--- config.mk ---
export PLATFORM = sky130hd
export DESIGN_NAME = post_reset_pulse_gen
export DESIGN_NICKNAME = d
export VERILOG_FILES = /design/src/rtl/pulse_gen_pkg.sv /design/src/rtl/pulse_gen_counter.sv /design/src/rtl/post_reset_pulse_gen.sv
export SDC_FILE = /design/constraint.sdc
export NUM_CORES = 1
export LEC_CHECK = 0
export BUFFER_PORTS_ARGS = -buffer_cell sky130_fd_sc_hd__buf_2
export CORE_UTILIZATION = 55
export CTS_BUF_LIST = sky130_fd_sc_hd__clkbuf_2 sky130_fd_sc_hd__clkbuf_4 sky130_fd_sc_hd__clkbuf_8
export DETAILED_ROUTE_END_ITERATION = 10
export GPL_ROUTABILITY_DRIVEN = 1
export PLACE_DENSITY = 0.89
export RECOVER_POWER = 25
export SLEW_MARGIN = 0
export SYNTH_ARGS = -nofsm -noshare
export SYNTH_HDL_FRONTEND = slang
export SYNTH_SLANG_ARGS = --single-unit
--- constraint.sdc ---
create_clock -name clk -period 3.85 [get_ports clk]
set_clock_uncertainty 0.2 [all_clocks]
set_input_delay 0.385 -clock clk [delete_from_list [all_inputs] [get_ports clk]]
set_output_delay 0.385 -clock clk [all_outputs]
set_load 0.05 [all_outputs]
--- src/rtl/pulse_gen_pkg.sv ---
// Shared types and constants for the post-reset pulse generator.
// Holds the FSM state encoding, trig_cnt saturation value and a saturating increment.
package pulse_gen_pkg;

    typedef enum logic [1:0] {
        S_RST,
        S_COUNT,
        S_PULSE,
        S_DONE
    } pg_state_t;

    localparam int PG_CNT_SAT = 255;

    function automatic logic [7:0] sat_inc(
        input logic [7:0] v,
        input logic [7:0] lim
    );
        return (v >= lim) ? v : v + 8'd1;
    endfunction

endpackage

--- src/rtl/pulse_gen_counter.sv ---
// Load/enable down-counter with a zero flag; stops at zero instead of wrapping.
// Ports: clk, rst (sync, active-high), i_load/i_load_val, i_en, o_zero.
module pulse_gen_counter
    import pulse_gen_pkg::*;
#(
    parameter int W = 5
) (
    input  logic         clk,
    input  logic         rst,
    input  logic         i_load,
    input  logic [W-1:0] i_load_val,
    input  logic         i_en,
    output logic         o_zero
);

    logic [W-1:0] r_count;

    always_ff @(posedge clk) begin
        if (rst) begin
            r_count <= '0;
        end else if (i_load) begin
            r_count <= i_load_val;
        end else if (i_en && (r_count != '0)) begin
            r_count <= r_count - W'(1);
        end
    end

    assign o_zero = (r_count == '0);

endmodule

--- src/rtl/post_reset_pulse_gen.sv ---
// Drives a clean PULSE_LEN-cycle pulse on a, d cycles after reset release or a retrigger.
// Ports: clk, rst (sync, active-high), delay, trig in; a, busy, done, trig_cnt out.
// Optional macro PULSE_GEN_ASSERT_EN embeds concurrent timing assertions.
module post_reset_pulse_gen
    import pulse_gen_pkg::*;
#(
    parameter int DLY_W     = 4,
    parameter int PULSE_LEN = 1,
    parameter int MAX_TRIG  = PG_CNT_SAT
) (
    input  logic             clk,
    input  logic             rst,
    input  logic [DLY_W-1:0] delay,
    input  logic             trig,
    output logic             a,
    output logic             busy,
    output logic             done,
    output logic [7:0]       trig_cnt
);

    // One extra bit so the largest delay never wraps.
    localparam int CW = DLY_W + 1;
    localparam int PW = (PULSE_LEN > 1) ? $clog2(PULSE_LEN) : 1;

    pg_state_t    r_state;
    pg_state_t    w_state_nxt;
    logic         r_rst_q;
    logic         r_a;
    logic         w_a_nxt;
    logic [7:0]   r_trig_cnt;
    logic         w_launch;
    logic [CW-1:0] w_d;
    logic [CW-1:0] w_dly_val;
    logic         w_dly_load;
    logic         w_dly_en;
    logic         w_dly_zero;
    logic         w_pls_load;
    logic         w_pls_en;
    logic         w_pls_zero;

    // delay==0 is treated as 1.
    assign w_d = (delay == '0) ? CW'(1) : {1'b0, delay};
    // a is set at edge d-1, so the COUNT phase lasts d-1 edges.
    assign w_dly_val = w_d - CW'(2);

    pulse_gen_counter #(.W(CW)) u_dly_cnt (
        .clk        (clk),
        .rst        (rst),
        .i_load     (w_dly_load),
        .i_load_val (w_dly_val),
        .i_en       (w_dly_en),
        .o_zero     (w_dly_zero)
    );

    pulse_gen_counter #(.W(PW)) u_pls_cnt (
        .clk        (clk),
        .rst        (rst),
        .i_load     (w_pls_load),
        .i_load_val (PW'(PULSE_LEN - 1)),
        .i_en       (w_pls_en),
        .o_zero     (w_pls_zero)
    );

    always_comb begin
        w_state_nxt = r_state;
        w_a_nxt     = r_a;
        w_launch    = 1'b0;
        w_dly_load  = 1'b0;
        w_dly_en    = 1'b0;
        w_pls_load  = 1'b0;
        w_pls_en    = 1'b0;
        unique case (r_state)
            S_RST: begin
                if (r_rst_q && !rst) begin
                    w_launch = 1'b1;
                end
            end
            S_COUNT: begin
                if (w_dly_zero) begin
                    w_state_nxt = S_PULSE;
                    w_a_nxt     = 1'b1;
                    w_pls_load  = 1'b1;
                end else begin
                    w_dly_en = 1'b1;
                end
            end
            S_PULSE: begin
                if (w_pls_zero) begin
                    w_state_nxt = S_DONE;
                    w_a_nxt     = 1'b0;
                end else begin
                    w_pls_en = 1'b1;
                end
            end
            S_DONE: begin
                if (trig) begin
                    w_launch = 1'b1;
                end
            end
        endcase
        if (w_launch) begin
            if (w_d == CW'(1)) begin
                w_state_nxt = S_PULSE;
                w_a_nxt     = 1'b1;
                w_pls_load  = 1'b1;
            end else begin
                w_state_nxt = S_COUNT;
                w_dly_load  = 1'b1;
            end
        end
    end

    always_ff @(posedge clk) begin
        r_rst_q <= rst;
        if (rst) begin
            r_state    <= S_RST;
            r_a        <= 1'b0;
            r_trig_cnt <= '0;
        end else begin
            r_state <= w_state_nxt;
            r_a     <= w_a_nxt;
            if (w_a_nxt && !r_a) begin
                r_trig_cnt <= sat_inc(r_trig_cnt, 8'(MAX_TRIG));
            end
        end
    end

    assign a        = r_a;
    assign busy     = (r_state == S_COUNT) || (r_state == S_PULSE);
    assign done     = (r_state == S_DONE);
    assign trig_cnt = r_trig_cnt;

`ifdef PULSE_GEN_ASSERT_EN
    // Cycles remaining until a must rise; equals 1 on the edge where it rises.
    logic [CW-1:0] r_chk;

    always_ff @(posedge clk) begin
        if (rst) begin
            r_chk <= '0;
        end else if (w_launch) begin
            r_chk <= w_d;
        end else if (r_chk != '0) begin
            r_chk <= r_chk - CW'(1);
        end
    end

    a_rise_at_d: assert property (
        @(posedge clk) disable iff (rst)
        (r_chk == CW'(1)) |-> $rose(a)
    ) else $error("a did not rise d cycles after launch at %0t", $time);

    a_pulse_len: assert property (
        @(posedge clk) disable iff (rst)
        $rose(a) |-> a [*PULSE_LEN] ##1 !a
    ) else $error("a pulse length wrong at %0t", $time);

    a_implies_busy: assert property (
        @(posedge clk) disable iff (rst)
        a |-> busy
    ) else $error("a high while not busy at %0t", $time);
`endif

endmodule

After elaboration in Yosys (flattened, before gate mapping)
Cells that the tools add are included.
{"block": "word_totals", "inputBits": 7, "mem_count": 0, "mem_bits_rw": 0, "word_cells": 60, "out_inout_bits": 11, "romBits": 0, "register_bits": 18, "latchBits": 0}
{"block": "classes", "n_lt_le_gt_ge": 1, "eq_ne": 6, "multipliers": 0, "shifts": 0, "n_reduce_logical": 16, "add_sub_neg": 4, "n_div": 0, "n_bitwise": 1, "muxes": 26}
{"op": "$mux 1", "n": 16}
{"op": "$mux 5", "n": 2}
{"op": "$add 8x1->8 const B", "n": 1}
{"op": "$ge 8x8->1 const B", "n": 1}
{"op": "$mux 2", "n": 4}
{"op": "$logic_not 5->1", "n": 1}
{"op": "$reduce_bool 5->1", "n": 1}
{"op": "$sub 4x2->5 const B", "n": 1}
{"op": "$sub 5x1->5 const B", "n": 1}
{"op": "$eq 2x2->1 const B", "n": 2}
{"op": "$eq 4x1->1 const B", "n": 1}
{"op": "$logic_and 1x1->1", "n": 4}
{"op": "$logic_not 4->1", "n": 1}
{"op": "$mux 4", "n": 1}
{"op": "$pmux 1 s2", "n": 2}
{"op": "$pmux 2 s2", "n": 1}
{"op": "$ne 3x2->1 const B", "n": 1}
{"op": "$ne 3x3->1 const B", "n": 1}
{"op": "$reduce_and 3->1", "n": 1}
{"op": "$reduce_bool 3->1", "n": 1}
{"op": "$eq 2x1->1 const B", "n": 1}
{"op": "$logic_not 1->1", "n": 2}
{"op": "$logic_not 2->1", "n": 1}
{"op": "$reduce_and 2->1", "n": 1}
{"op": "other kinds (5)", "n": 5}

Depth between registers and ports, before layout
{"block": "depth", "depth_word": 7, "depth_mapped": 7, "depth_no_buf": 7}

Modules after synthesis
A second synthesis with hierarchy kept.
{"block": "hier_totals", "cells_unflattened": 126, "hier_area_um2": 1098.6}
{"module": "post_reset_pulse_gen", "seq_area_each_um2": 240.2, "cells_per_inst": 85, "n_inst": 1, "area_each_um2": 724.4}
{"module": "pulse_gen_counter (u_dly_cnt)", "seq_area_each_um2": 100.1, "cells_per_inst": 37, "n_inst": 1, "area_each_um2": 326.6}
{"module": "pulse_gen_counter (u_pls_cnt)", "seq_area_each_um2": 20.0, "cells_per_inst": 4, "n_inst": 1, "area_each_um2": 47.5}

Least setup slack after synthesis
OpenSTA, ideal clock, no wires.
{"block": "synth_timing", "kind": "reg2reg", "startpoint": "register r_state[0]", "endpoint": "register r_trig_cnt[7] (netlist: trig_cnt[7])", "period_less_slack_ns": 2.711, "arrival_time_ns": 2.395, "stages_incl_launch_ff": 8, "setup_slack_ns": 1.139, "required_time_ns": 3.534, "setup_time_ns": 0.116, "path_buffers": 0, "path_cell_list": "dfxtp_1 -> inv_1 -> ha_1 -> or4_1 -> a21o_4 -> a2111oi_4 -> a21oi_1 -> a31o_1"}
{"block": "synth_between", "elab_chain_len": 6, "elab_cells_between_ends": 10, "classes_between": "eq/ne (3); mux (4); reduce/logical (3)"}
{"element": "start: declaration", "line_no": "post_reset_pulse_gen.sv:25", "text": "pg_state_t r_state;"}
{"element": "start signal: assignment", "line_no": "post_reset_pulse_gen.sv:120", "text": "r_state <= w_state_nxt;"}
{"element": "$eq 2x2->1 / $eq 2x1->1 (equally long branches)", "line_no": "post_reset_pulse_gen.sv:72", "text": "unique case (r_state)"}
{"element": "$pmux 1 s2", "line_no": "post_reset_pulse_gen.sv:72"}
{"element": "$mux 1", "line_no": "post_reset_pulse_gen.sv:102", "text": "if (w_d == CW'(1)) begin"}
{"element": "$mux 1 *", "line_no": "post_reset_pulse_gen.sv:101", "text": "if (w_launch) begin"}
{"element": "$logic_and 1x1->1 *", "line_no": "post_reset_pulse_gen.sv:122", "text": "if (w_a_nxt && !r_a) begin"}
{"element": "$reduce_and 2->1 (no line) *"}
{"element": "end signal: assignment", "line_no": "post_reset_pulse_gen.sv:123", "text": "r_trig_cnt <= sat_inc(r_trig_cnt, 8'(MAX_TRIG));"}
{"element": "end: declaration", "line_no": "post_reset_pulse_gen.sv:30", "text": "logic [7:0] r_trig_cnt;"}
Every way passes the cells marked *; elsewhere a longest branch is shown, timed or not.
A chain may end at the register's enable or synchronous reset.

Worst setup path after layout
{"block": "layout_timing", "startpoint": "register r_state[1]", "endpoint": "register r_trig_cnt[7] (netlist: trig_cnt[7])"}
The elaborated chain is that of the path after synthesis.

==> impl_metrics.toml <==
[power_and_ir_drop]
power.sequential.fraction_pct = 35.7
comb_power_share_pct = 48.5
swShare_pct = 43.8
power_density_nw_per_um2 = 627
worst_ir_drop_vdd_mv = 0.508
power.net_switching_uw = 324
internal_power_uw = 416
cellLeakagePower_uw = 0.000455
power_frac_clock_pct = 15.8

[setup_path]
setup.worst_path.class = "flop to flop"
worst_setup_path_start_kind = "flop"
worstSetupStartpoint = "r_state[1]"
critPathRequiredTime_ns = 3.84
setup.reg_to_reg.worst_slack_ns = 1.22
worstPathMaxFanout = 5
worst_setup_path_end_kind = "flop"
rr_startpoint = "r_state[1]"
cp.arrival_ns = 2.62

[finish]
ff_latch_area_um2 = 360
final_net_count = 148
area_occupied_by_multi_input_gates_um2 = 643
stdcell_count = 156
diodes = 0
n_fill_cell = 133
layout-drive-gt1-share_pct = 16.8
area.growth.synth_to_final_pct = 13.1

[sta]
setup_viol_count_final = 0
setup_repair_after_global_routing_missed_its_margin = "no"
final.min_clock_period_ns = 2.63
pins_over_their_slew_limit = 0
max_slew_margin_pct = 48.9
totalNegativeSetupSlack_ns = 0
tightest_slew_ns = 0.767
fin_hold_ws_ns = 0.164
hold_viol = 0
final_min_period_over_clock_period_pct = 68.2
timing.final.ws_setup_ns = 1.22
max_clock_freq_ghz = 0.381

[placement]
place.detailed.hpwl_um = 1560
numPlacedInstances = 152
routability_cong = 0.906
port_buffers = 17
pre_cts_slack_ns = 1.26

[grt]
grt_use_total_pct = 23.8
peak_usage_layer_in_the_global_routing_report = "met2"
largest_net_degree_at_the_start_of_global_routing = 19
grt_util_met3_pct = 3.97
use_met1_pct = 30.0
grt_residual_overflow = 0
grt_antenna_before_repair = 0
grt_pass1_wl_um = 3590
groute.layer.met2.usage_pct = 40.3
via_count_of_the_first_global_routing_pass = 825

[floorplan]
io_count = 18
die_y_um = 45.6
total_die_area_um2 = 2080
row_count = 15
floorplan.initialDensity_pct = 59.9
floorplan.core_area_um2 = 1750
chipWidth_um = 45.6

[run]
maxCapViolations = 0

[logic_synthesis]
synth_fp_nets = 128
synthFlopType = "dfxtp_1"
synth_seq_cells = 18
yosys_warnings = 0
synth_edf_count = 0
yosysSeqAreaShare_pct = 34.5
asyncSetResetFlopFracSynth_pct = 0
synth_area_um2 = 1040
syn_avg_cell_area_um2 = 9.33
post_synth_inst_count = 112
yosysUniqueCellTypes = 34

[outcome]
status = "completed"

[routing]
ant_nets = 0
drtIter0Drc = 16
drt_first_pass_iters = 4
viasPerCell = 5.65
average_wire_per_cell_in_the_routed_design_um = 13.6
route.detailed.drc = 0
aggregate_routed_wire_length_um = 2120
vias = 881

[cts]
cts_inserted_buffers = 3
post_cts_hold_buffer_count = 0
cts.path.max_buffers = 2
clock_sinks = 18
post_cts.resized_instances = 0
h_tree_levels = 1
cts_root_buf = "clkbuf_4"
cts_setup_buffers = 0
clk_latency_ns = 0.29
clock_tree_from_tritoncts = "done"
clkTransAtPathRegs_ns = 0.11

[hold_path]
min-delay-start = "delay[0]"
timing.hold.worst.class = "input port to flop"
[stage by stage]
stage / utilization, % / power (uW) / instance area [um2]
2_1_floorplan: - / 549 / 1040
3_3_place_gp: 66.1 / 607 / 1150
3_5_place_dp: 66.1 / 623 / 1150
4_1_cts: 68.2 / 744 / 1190
5_1_grt: 67.7 / 795 / 1180
6_report: 67.7 / 740 / 1180
[kinds of logic after synthesis]
group | after synthesis | synth area share (%)
fa+ha+maj | 9 | 10.8
xor+xnor | 8 | 6.71
mux | 1 | 0.958
buf+inv | 11 | 3.95
compound gates | 25 | 21.9
simple gates | 40 | 21.2
flops | 18 | 34.5
[cell usage in the layout, fill, tap and decap left out, drive strengths merged]
cell,n
mux2i,1
xor2,2
nand2,9
a2111oi,2
or4b,1
a31oi,1
xnor2,6
o31a,1
o31ai,1
o311a,1
nand3b,2
o21a,1
nand3,6
nor4b,1
or4,2
and4,4
and2,1
nor3,2
dfxtp,18
ha,9
a211oi,5
clkbuf,11
buf,10
inv,9
a21o,3
a31o,2
o311ai,1
a311oi,1
nor2,12
a21oi,6
[final timing paths]
check,endpoint,cells after the start
max,trig_cnt[7],7
min,u_dly_cnt.r_count[0],3
max reg2reg,trig_cnt[7],7
min reg2reg,u_pls_cnt.r_count,1
[cell type report]
cell class,instances,area share (%)
Multi-Input combinational cell,83,54.4
Sequential cell,18,30.5
Timing Repair Buffer,17,6.46
Clock buffer,4,3.07
Inverter,9,2.86
Tap cell,25,2.65
[critical path: stages, from the launching register on]
cell,delay [ns]
dfxtp_1,0.39
inv_1,0.10
ha_1,0.35
or4_1,0.51
a21o_4,0.24
a2111oi_4,0.42
a21oi_1,0.12
a31o_1,0.19
[power groups by stage]
stage	Combinational [uW]	Clock, uW	Sequential (uW)
after floorplan	267	0	282
after global placement	341	0	266
after detailed placement	354	0	269
after CTS	360	119	265
after global routing	397	127	271
final	359	117	264
[cell usage after synthesis, types with 2 or more instances]
library cell	instances	area, um2
nand3_1	5	25.0
or4_1	2	15.0
dfxtp_1	18	360
a21o_1	2	15.0
ha_1	9	113
a31o_1	2	17.5
nor2_1	12	45.0
clkbuf_1	2	7.51
nand2_1	9	33.8
xor2_1	2	17.5
xnor2_1	6	52.6
a21oi_1	6	30.0
and4_1	3	26.3
inv_1	9	33.8
nand3b_1	2	15.0
a211oi_1	4	30.0
nor3_1	2	10.0
[state kept, by name, indices dropped and copies added (netlist names)]
register and cells:
r_rst_q 1, r_state 2, u_pls_cnt.r_count 1, trig_cnt 8
u_dly_cnt.r_count 5, a 1
[routing by layer]
| layer | wire length [um] | part of all wire, % | vias up |
|---|---|---|---|
| met2 | 1060 | 50 | 30 |
| met4 | 15 | 0.71 | 0 |
| met3 | 120 | 5.7 | 2 |
| met1 | 927 | 44 | 406 |
| li1 | - | - | 443 |
| met5 | 0 | 0 | - |
Note: power is estimated with default switching activity, not from simulation.
